[config.mk]
export PLATFORM = sky130hd
export DESIGN_NAME = ternary_sdm_mod_flat
export DESIGN_NICKNAME = d
export VERILOG_FILES = /design/src/rtl/ternary_sdm_mod_pkg.sv /design/src/rtl/ternary_sdm_mod_if.sv /design/src/rtl/sdm_sat_integrator.sv /design/src/rtl/ternary_sdm_mod.sv /design/src/flat_wrapper.sv
export SDC_FILE = /design/constraint.sdc
export NUM_CORES = 1
export LEC_CHECK = 0
export ABC_CLOCK_PERIOD_IN_PS = 4900
export CORE_ASPECT_RATIO = 1.2
export CORE_MARGIN = 2
export CORE_UTILIZATION = 30
export DETAILED_ROUTE_END_ITERATION = 8
export GPL_TIMING_DRIVEN = 0
export PLACE_DENSITY = 0.46
export SLEW_MARGIN = 20
export SYNTH_ARGS = -nofsm -noshare
export SYNTH_HDL_FRONTEND = slang
export SYNTH_SLANG_ARGS = --single-unit
[constraint.sdc]
create_clock -name clk -period 4.9 [get_ports clk]
set_input_delay 0.98 -clock clk [delete_from_list [all_inputs] [get_ports clk]]
set_output_delay 0.98 -clock clk [all_outputs]
set_load 0.1 [all_outputs]
[src/rtl/ternary_sdm_mod_pkg.sv]
`default_nettype none
// ============================================================================
//  Module   : sdm_pkg
//  Purpose  : Shared defaults and 1.5-bit drive codes for the ternary
//             second-order sigma-delta modulator.
//  Revision : 1.0  initial release
// ============================================================================
package sdm_pkg;

    localparam int SDM_DATA_W   = 16;
    localparam int SDM_OSR_LOG2 = 6;
    localparam int SDM_ACC_W    = SDM_DATA_W + 4;

    // Drive code is {out_p, out_n}; 2'b11 is never produced.
    typedef logic [1:0] drv_t;

    localparam drv_t DRV_ZERO = 2'b00;
    localparam drv_t DRV_POS  = 2'b10;
    localparam drv_t DRV_NEG  = 2'b01;

endpackage : sdm_pkg
`default_nettype wire

[src/rtl/ternary_sdm_mod_if.sv]
`default_nettype none
// ============================================================================
//  Module   : ternary_sdm_mod_if
//  Purpose  : PCM sample handshake between a sample source and the modulator.
//  Revision : 1.0  initial release
// ============================================================================
interface ternary_sdm_mod_if
    import sdm_pkg::*;
#(
    parameter int DATA_W = SDM_DATA_W
);
    logic signed [DATA_W-1:0] sample_data;
    logic                     sample_valid;
    logic                     sample_ready;

    // Sample source side
    modport master (
        output sample_data,
        output sample_valid,
        input  sample_ready
    );

    // Modulator side
    modport slave (
        input  sample_data,
        input  sample_valid,
        output sample_ready
    );
endinterface : ternary_sdm_mod_if
`default_nettype wire

[src/rtl/sdm_sat_integrator.sv]
`default_nettype none
// ============================================================================
//  Module   : sdm_sat_integrator
//  Purpose  : Signed accumulator with saturation to the ACC_W range and a
//             per-cycle clip indication. Held at zero while i_en is low.
//  Revision : 1.0  initial release
// ============================================================================
module sdm_sat_integrator
    import sdm_pkg::*;
#(
    parameter int ACC_W = SDM_ACC_W
) (
    input  wire logic                    clk,
    input  wire logic                    rst,
    input  wire logic                    i_en,
    input  wire logic signed [ACC_W:0]   i_delta,
    output logic signed [ACC_W-1:0]      o_acc,
    output logic signed [ACC_W-1:0]      o_acc_next,
    output logic                         o_clip
);

    localparam logic signed [ACC_W-1:0] c_MAX = {1'b0, {(ACC_W-1){1'b1}}};
    localparam logic signed [ACC_W-1:0] c_MIN = {1'b1, {(ACC_W-1){1'b0}}};

    logic signed [ACC_W-1:0] r_acc;
    logic signed [ACC_W+1:0] w_sum;
    logic                    w_clip;
    logic signed [ACC_W-1:0] w_next;

    // Two guard bits make the sum exact; it fits ACC_W only when the top three bits agree
    always_comb begin
        w_sum  = {{2{r_acc[ACC_W-1]}}, r_acc} + {i_delta[ACC_W], i_delta};
        w_clip = !((w_sum[ACC_W+1:ACC_W-1] == 3'b000) ||
                   (w_sum[ACC_W+1:ACC_W-1] == 3'b111));
        w_next = w_sum[ACC_W-1:0];
        if (w_clip) begin
            w_next = w_sum[ACC_W+1] ? c_MIN : c_MAX;
        end
    end

    // Accumulator register, cleared whenever the modulator is idle
    always_ff @(posedge clk or posedge rst) begin
        if (rst) begin
            r_acc <= '0;
        end else if (!i_en) begin
            r_acc <= '0;
        end else begin
            r_acc <= w_next;
        end
    end

    assign o_acc      = r_acc;
    assign o_acc_next = w_next;
    assign o_clip     = w_clip;

endmodule : sdm_sat_integrator
`default_nettype wire

[src/rtl/ternary_sdm_mod.sv]
`default_nettype none
// ============================================================================
//  Module   : ternary_sdm_mod
//  Purpose  : Second-order sigma-delta modulator with a three-level
//             (+FS / 0 / -FS) registered output, zero-order-held PCM input,
//             and sticky underrun / overload flags.
//  Revision : 1.0  initial release
// ============================================================================
module ternary_sdm_mod
    import sdm_pkg::*;
#(
    parameter int DATA_W   = SDM_DATA_W,
    parameter int OSR_LOG2 = SDM_OSR_LOG2,
    parameter int ACC_W    = DATA_W + 4
) (
    input  wire logic          clk,
    input  wire logic          rst,
    input  wire logic          enable,
    input  wire logic          clr_flags,
    ternary_sdm_mod_if.slave   s_if,
    output logic               out_p,
    output logic               out_n,
    output logic               underrun,
    output logic               overload
);

    localparam logic [OSR_LOG2-1:0] c_TICK_LAST = {OSR_LOG2{1'b1}};
    // Full-scale feedback magnitude 2^(DATA_W-1), in the error-path width
    localparam logic signed [ACC_W:0] c_FS =
        {{(ACC_W+1-DATA_W){1'b0}}, 1'b1, {(DATA_W-1){1'b0}}};
    // Quantizer threshold 2^(DATA_W-2), in accumulator width
    localparam logic signed [ACC_W-1:0] c_TH =
        {{(ACC_W-DATA_W+1){1'b0}}, 1'b1, {(DATA_W-2){1'b0}}};
    localparam logic signed [ACC_W-1:0] c_NTH = -c_TH;

    logic [OSR_LOG2-1:0]      r_tick;
    logic signed [DATA_W-1:0] r_x_hold;
    drv_t                     r_drv;
    logic                     r_underrun;
    logic                     r_overload;

    logic                     w_ready;
    logic                     w_accept;
    logic                     w_miss;
    logic signed [ACC_W:0]    w_fb;
    logic signed [ACC_W:0]    w_x_ext;
    logic signed [ACC_W:0]    w_i1_ext;
    logic signed [ACC_W:0]    w_diff1;
    logic signed [ACC_W:0]    w_diff2;
    logic signed [ACC_W:0]    w_d1;
    logic signed [ACC_W:0]    w_d2;
    logic signed [ACC_W-1:0]  w_i1;
    logic signed [ACC_W-1:0]  w_i1_next;
    logic signed [ACC_W-1:0]  w_i2;
    logic signed [ACC_W-1:0]  w_i2_next;
    logic                     w_clip1;
    logic                     w_clip2;
    drv_t                     w_q;
    logic                     w_unused;

    assign w_ready  = enable && (r_tick == c_TICK_LAST);
    assign w_accept = w_ready && s_if.sample_valid;
    assign w_miss   = w_ready && !s_if.sample_valid;

    // Feedback value from the current drive code and both loop error terms
    always_comb begin
        w_fb = '0;
        if (r_drv == DRV_POS) begin
            w_fb = c_FS;
        end else if (r_drv == DRV_NEG) begin
            w_fb = -c_FS;
        end
        w_x_ext  = {{(ACC_W+1-DATA_W){r_x_hold[DATA_W-1]}}, r_x_hold};
        w_i1_ext = {w_i1[ACC_W-1], w_i1};
        w_diff1  = w_x_ext - w_fb;
        w_diff2  = w_i1_ext - w_fb;
        w_d1     = w_diff1 >>> 1;
        w_d2     = w_diff2 >>> 1;
    end

    sdm_sat_integrator #(.ACC_W(ACC_W)) u_int1 (
        .clk        (clk),
        .rst        (rst),
        .i_en       (enable),
        .i_delta    (w_d1),
        .o_acc      (w_i1),
        .o_acc_next (w_i1_next),
        .o_clip     (w_clip1)
    );

    sdm_sat_integrator #(.ACC_W(ACC_W)) u_int2 (
        .clk        (clk),
        .rst        (rst),
        .i_en       (enable),
        .i_delta    (w_d2),
        .o_acc      (w_i2),
        .o_acc_next (w_i2_next),
        .o_clip     (w_clip2)
    );

    // Next i1 and the registered i2 are not consumed by the loop
    assign w_unused = ^{w_i1_next, w_i2};

    // Three-level quantizer applied to the value i2 takes this cycle
    always_comb begin
        w_q = DRV_ZERO;
        if (w_i2_next >= c_TH) begin
            w_q = DRV_POS;
        end else if (w_i2_next < c_NTH) begin
            w_q = DRV_NEG;
        end
    end

    // Sample-period counter, held input sample and registered drive code
    always_ff @(posedge clk or posedge rst) begin
        if (rst) begin
            r_tick   <= '0;
            r_x_hold <= '0;
            r_drv    <= DRV_ZERO;
        end else if (!enable) begin
            r_tick   <= '0;
            r_x_hold <= '0;
            r_drv    <= DRV_ZERO;
        end else begin
            r_tick <= r_tick + OSR_LOG2'(1);
            r_drv  <= w_q;
            if (w_accept) begin
                r_x_hold <= s_if.sample_data;
            end
        end
    end

    // Sticky flags: clear first, so a same-cycle set event overrides it
    always_ff @(posedge clk or posedge rst) begin
        if (rst) begin
            r_underrun <= 1'b0;
            r_overload <= 1'b0;
        end else begin
            if (clr_flags) begin
                r_underrun <= 1'b0;
                r_overload <= 1'b0;
            end
            if (w_miss) begin
                r_underrun <= 1'b1;
            end
            if (enable && (w_clip1 || w_clip2)) begin
                r_overload <= 1'b1;
            end
        end
    end

    assign s_if.sample_ready = w_ready;
    assign out_p             = r_drv[1];
    assign out_n             = r_drv[0];
    assign underrun          = r_underrun;
    assign overload          = r_overload;

endmodule : ternary_sdm_mod
`default_nettype wire

[src/flat_wrapper.sv]
// flat-port wrapper written by rule: the top's interface ports become plain ports
module ternary_sdm_mod_flat import sdm_pkg::*;
#(
    parameter int DATA_W   = SDM_DATA_W,
    parameter int OSR_LOG2 = SDM_OSR_LOG2,
    parameter int ACC_W    = DATA_W + 4
)
  (clk, rst, enable, clr_flags, out_p, out_n, underrun, overload, s_if_sample_data, s_if_sample_valid, s_if_sample_ready);
  ternary_sdm_mod_if #(.DATA_W(DATA_W)) s_if_i ();
  input  wire logic clk;
  input  wire logic rst;
  input  wire logic enable;
  input  wire logic clr_flags;
  output logic out_p;
  output logic out_n;
  output logic underrun;
  output logic overload;
  input wire logic [$bits(s_if_i.sample_data)-1:0] s_if_sample_data;
  input wire logic [$bits(s_if_i.sample_valid)-1:0] s_if_sample_valid;
  output wire logic [$bits(s_if_i.sample_ready)-1:0] s_if_sample_ready;
  assign s_if_i.sample_data = s_if_sample_data;
  assign s_if_i.sample_valid = s_if_sample_valid;
  assign s_if_sample_ready = s_if_i.sample_ready;
  ternary_sdm_mod #(.DATA_W(DATA_W), .OSR_LOG2(OSR_LOG2), .ACC_W(ACC_W)) u_core (.clk(clk), .rst(rst), .enable(enable), .clr_flags(clr_flags), .s_if(s_if_i), .out_p(out_p), .out_n(out_n), .underrun(underrun), .overload(overload));
endmodule
== Word-level counts from Yosys, hierarchy flattened ==
Index checks and enable logic that the tools add are counted.
Word-level totals
  register bits: 66
  bits in latches: 0
  bits in writable memories: 0
  memory bits (read-only): 0
  input bits: 21
  output and inout bits: 5
  word-level logic and storage cells: 51
  memories kept: 0
Operators by class
  $add $sub $neg: 5
  multiply operators: 0
  divide/modulo/power cells: 0
  magnitude comparators: 2
  equal/unequal tests: 6
  shift operators: 0
  mux-type cells: 17
  bitwise logic cells: 0
  reduce and logical (&&, ||, !) cells: 14
Operators by type and width (number)
  $mux W20: 6
  $add A20 B20 Y21: 2
  $mux W21: 2
  $mux W16: 2
  $sub A16 B21 Y21: 1
  $sub A20 B21 Y21: 1
  $ge A20 B16 Y1 const B: 1
  $lt A20 B15 Y1 const B: 1
  $add A6 B1 Y6 const B: 1
  $eq A3 B3 Y1 const B: 2
  $eq A6 B6 Y1 const B: 1
  $logic_not A3 Y1: 2
  $mux W6: 1
  $logic_and A1 B1 Y1: 4
  $mux W1: 4
  $mux W2: 2
  $reduce_bool A2 Y1: 2
  $logic_not A1 Y1: 3
  $logic_or A1 B1 Y1: 3
  $eq A2 B1 Y1 const B: 1
  $eq A2 B2 Y1 const B: 1
  $ne A2 B1 Y1 const B: 1

== Logic depth before layout (Yosys ltp) ==
  depth in word-level cells: 12
  gate-level depth with buffers: 20
  gate-level depth less buffers: 18

== Modules after synthesis ==
From an unflattened synthesis, not the netlist that was laid out.
Unflattened totals
  cell total of the unflattened synthesis: 684
  area total of the unflattened synthesis: 5833.1 um2
By module, submodules not included
  sdm_sat_integrator (u_core.u_int1): times used 1, cells each 304, area each 2401.1 um2, seq. area each 500.5 um2
  sdm_sat_integrator (u_core.u_int2): times used 1, cells each 235, area each 1979.4 um2, seq. area each 500.5 um2
  ternary_sdm_mod: times used 1, cells each 145, area each 1452.6 um2, seq. area each 625.6 um2

== Worst setup path after synthesis ==
No wires, ideal clock.
  kind: register to register
  start point: reg u_core.r_drv[1]
  end point: reg u_core.u_int1.r_acc[11], in the netlist u_core.u_int1.o_acc[11]
  setup time: 0.119 ns
  arrival: 4.480 ns
  data required time: 4.781 ns
  path slack: 0.301 ns
  stages on the path, launching flop included: 21
  path buffers: 2
  period minus slack after synthesis: 4.599 ns
  path through: dfrtp_1 inv_1 ha_1 inv_1 ha_1 inv_1 fa_1 inv_1 fa_1 inv_1 ha_1 o21a_1 o21ai_1 nor2b_1 nor2_1 o211ai_1 a211oi_2 a211o_1 buf_6 buf_8 o21a_1
Between the ends
  cells in the longest elaborated chain, start to end: 9
  elaborated cells on any way between the ends: 12
  those cells by class: 2 x add/sub; 3 x eq/ne; 5 x mux; 2 x reduce/logical
RTL lines
  start: declaration: RTL line ternary_sdm_mod.sv:38  | drv_t r_drv;
  start signal: assignment: RTL line ternary_sdm_mod.sv:126  | r_drv <= w_q;
  $eq A2 B1 Y1: RTL line ternary_sdm_mod.sv:70  | end else if (r_drv == DRV_NEG) begin
  $mux W21: RTL line ternary_sdm_mod.sv:70
  $mux W21 *: RTL line ternary_sdm_mod.sv:68  | if (r_drv == DRV_POS) begin
  $sub A16 B21 Y21 *: RTL line ternary_sdm_mod.sv:75  | w_diff1 = w_x_ext - w_fb;
  $add A20 B20 Y21 *: RTL line sdm_sat_integrator.sv:32  | w_sum = {{2{r_acc[ACC_W-1]}}, r_acc} + {i_delta[ACC_W], i_delta};
  $eq A3 B3 Y1 / $logic_not A3 Y1 (equally long branches): RTL line sdm_sat_integrator.sv:34, sdm_sat_integrator.sv:33
  $logic_or A1 B1 Y1: RTL line sdm_sat_integrator.sv:33  | w_clip = !((w_sum[ACC_W+1:ACC_W-1] == 3'b000) ||
  $mux W20 *: RTL line sdm_sat_integrator.sv:36  | if (w_clip) begin
  $mux W20 *: RTL line sdm_sat_integrator.sv:45  | end else if (!i_en) begin
  end signal: assignment: RTL line sdm_sat_integrator.sv:48  | r_acc <= w_next;
  end: declaration: RTL line sdm_sat_integrator.sv:25  | logic signed [ACC_W-1:0] r_acc;
Every way passes the cells marked *; elsewhere a longest branch is shown, timed or not.
A chain may end at the register's enable or synchronous reset.

== Worst setup path after layout ==
  start point: reg u_core.r_drv[1]
  end point: reg u_core.u_int1.r_acc[12], in the netlist u_core.u_int1.o_acc[12]
The elaborated chain is that of the path after synthesis.

==> summary.txt <==
vias in the first global route: 3974
Peak VDD IR: 0.289 mV
CTS sink count: 65
startpoint types: flop
setup TNS: 0 ns
CTS max path bufs: 2
Seq/Total Area, Yosys: 0.333
register-to-register setup slack: 0.52 ns
PD cells: 762 nW/µm²
Clock Skews: 0.00650 ns
largest cells by area after synthesis: dfrtp_1 (33%), ha_1 (12%), nand2_1 (5.0%)
Die Ht: 144 µm
Worst path slowest cell: fa_1
Yosys warnings: 0
Leak Pwr: 2.70 nW
Post-DP HPWL: 9.72 mm
area grow syn2layout: 16.9%
Yosys top cell area share: 0.333
Final period util: 0.893
# rows: 51
I/O Buffers: 23
Buf/Inv on CP: 7
Detail Route Antenna Nets: 0
Area after DPL: 5410 µm²
CTS-repair resized insts: 0
maximum fanout along the worst path: 10
Vias per Instance: 5.04
Levels on crit path: 20
Unique masters post-synth: 68
Antenna Cells: 0
final core utilization: 0.355
Synth Instances: 531
Worst setup endpoint: u_core.u_int1.o_acc[12]$_DFF_PP0_
relative slew slack: 0.350
largest net degree at the start of global routing: 43
r2r endpoint: u_core.u_int1.o_acc[12]$_DFF_PP0_
ratio of cells with drive above 1 in the final layout: 0.0788
Post-synth EDFFs: 0
first-pass GRT wire length: 20.5 mm
Main synth FF type: dfrtp_1
Synth Area per Inst: 9.20 µm²
Synth Register Bits: 65
Max Fclk: 229 MHz
Power Total: 4.35 mW
CP most frequent cell: inv_1
Clk Latency, worst-skew pair: 0.33 ns
Reg2Reg Depth: 20
Worst R2R Start: u_core.r_drv[1]$_DFF_PP0_
cell taking the most area after synthesis: dfrtp_1
worst path required time: 5.12 ns
synth cell count leaders: dfrtp_1 (65), nand2_1 (65), ha_1 (48)
cts hold-fix bufs: 0
Reg clk slew, reported paths: 0.06 ns
crit path DAT: 4.59 ns
CP Capture Type: flop
asr flop ratio synth: 1.00
Final Critical Period: 4.38 ns
Worst path top cell family by delay: adder cells
Max Cap Viol: 0
Fin. Hold Viols: 0
Nets: 642
Hold Path Class: reg -> reg
Post-Syn Area: 4880 µm²
initial drt markers: 133
Initial Utilization: 0.304
CP startpoint: u_core.r_drv[1]$_DFF_PP0_
die area: 17300 µm²
clock root cell: clkbuf_16
RSZ-0062 raised after global routing: no
CP max stage delay: 0.42 ns
DR DRC count: 0
H-tree Lvls: 3
gpl congestion: 0.873
CTS tree: yes
Die W: 120 µm
crit path cell chain: inv_1, ha_1, inv_1, ha_1, inv_1, fa_1, inv_1, fa_1, inv_1, ha_1, o21a_1, o21ai_1, nor2b_1, nor2_1, o211ai_1, a211oi_2, a211o_1, buf_6, buf_8, o21a_1
initial antenna violation count: 0
Post CTS Setup Buffer Count: 0
Fill cells: 1664
wire per inst: 15.9 µm
final WL: 12.4 mm
Final setup viols: 0
IO Count: 26
Worst Setup Path Type: reg -> reg
post-route cell area: 5710 µm²
grt total ovfl: 0
Slew Limit Fails: 0
Core Box Area: 16100 µm²
Worst-Margin Slew: 0.972 ns
GRT Total Usage: 0.153
status: complete, no violations
vias: 3948
clock buffers created by TritonCTS: 9
drt pass-1 iters: 4
Syn Nets: 607
-- placed cells by master (no fill, tap or decap), types with 16 or more instances in the layout --
cell type         n
a21o_1           16
a21oi_1          43
clkdlybuf4s50_1  23
dfrtp_1          65
ha_1             48
inv_1            27
nand2_1          65
nand3_1          26
nor2_1           31
o21a_1           20
xnor2_1          26
-- layer usage --
metal,vias up,GRT usage,wire length [µm]
met5,-,0,0
met4,0,0.0502,231
met3,13,0.0210,354
met2,44,0.271,6330
met1,1924,0.190,5530
li1,1967,-,-
-- state kept, by name, summed over array words and instances, names as in the netlist --
name,cells
u_core.underrun,1
u_core.r_tick,6
u_core.r_drv,2
u_core.u_int2.o_acc,20
u_core.u_int1.o_acc,20
u_core.r_x_hold,15
u_core.overload,1
-- kinds of logic (layout without fill, tap and decap cells) --
kind of cell / Yosys count / count (layout) / share of synthesized area
xor gates and xnor gates: 41 / 41 / 0.0751
AOI/OAI and AO/OA: 159 / 159 / 0.237
DFF: 65 / 65 / 0.333
and+or+nand+nor: 167 / 167 / 0.160
buffers and inverters: 43 / 83 / 0.0402
muxes: 1 / 1 / 0.00307
adders and majority gates: 55 / 55 / 0.152
-- per-stage QoR --
stage               hold WS, ns  worst slack (ns)  cells
floorplan                 0.431             0.301    531
global placement          0.452             0.551    766
detailed placement        0.454             0.512    767
CTS                       0.463             0.484    783
global route              0.502             0.266    783
finish                    0.458             0.524    783
-- where the power goes --
| group | total, mW | switching (mW) | internal [mW] |
|---|---|---|---|
| clock | 0.660 | 0.254 | 0.406 |
| combinational | 2.94 | 1.75 | 1.19 |
| sequential | 0.750 | 0.0726 | 0.677 |
-- worst register-to-register path: stages, from the launching register on --
cell and delay, ns:
dfrtp_1 0.38, inv_1 0.09, ha_1 0.29, inv_1 0.08, ha_1 0.19, inv_1 0.07
fa_1 0.35, inv_1 0.08, fa_1 0.42, inv_1 0.12, ha_1 0.30, o21a_1 0.22
o21ai_1 0.19, nor2b_1 0.25, nor2_1 0.09, o211ai_1 0.18, a211oi_2 0.18, a211o_1 0.31
buf_6 0.15, buf_8 0.15, o21a_1 0.19
-- layout make-up --
type,instances,area (µm²),share of cell area
inverter,28,108,0.0189
clock buffer,11,243,0.0425
clock inverter,5,55.1,0.00964
buffer,15,91.3,0.0160
sequential,65,1630,0.285
multi-input combinational,423,3060,0.536
timing repair buffer,24,258,0.0452
tap,212,265,0.0465
-- worst min-delay path by stage --
| stage | start | endpoint | slack (ns) | cells after the start |
|---|---|---|---|---|
| floorplan | u_core.r_tick[0]$_DFF_PP0_ | u_core.r_tick[0]$_DFF_PP0_ | 0.43 | 1 |
| global placement | u_core.r_tick[0]$_DFF_PP0_ | u_core.r_tick[0]$_DFF_PP0_ | 0.45 | 1 |
| detailed placement | u_core.r_tick[0]$_DFF_PP0_ | u_core.r_tick[0]$_DFF_PP0_ | 0.45 | 1 |
| CTS | u_core.r_tick[0]$_DFF_PP0_ | u_core.r_tick[0]$_DFF_PP0_ | 0.46 | 1 |
| global route | u_core.r_tick[0]$_DFF_PP0_ | u_core.r_tick[0]$_DFF_PP0_ | 0.50 | 1 |
| finish | u_core.r_tick[0]$_DFF_PP0_ | u_core.r_tick[0]$_DFF_PP0_ | 0.46 | 1 |
Note: power is estimated with default switching activity, not from simulation.
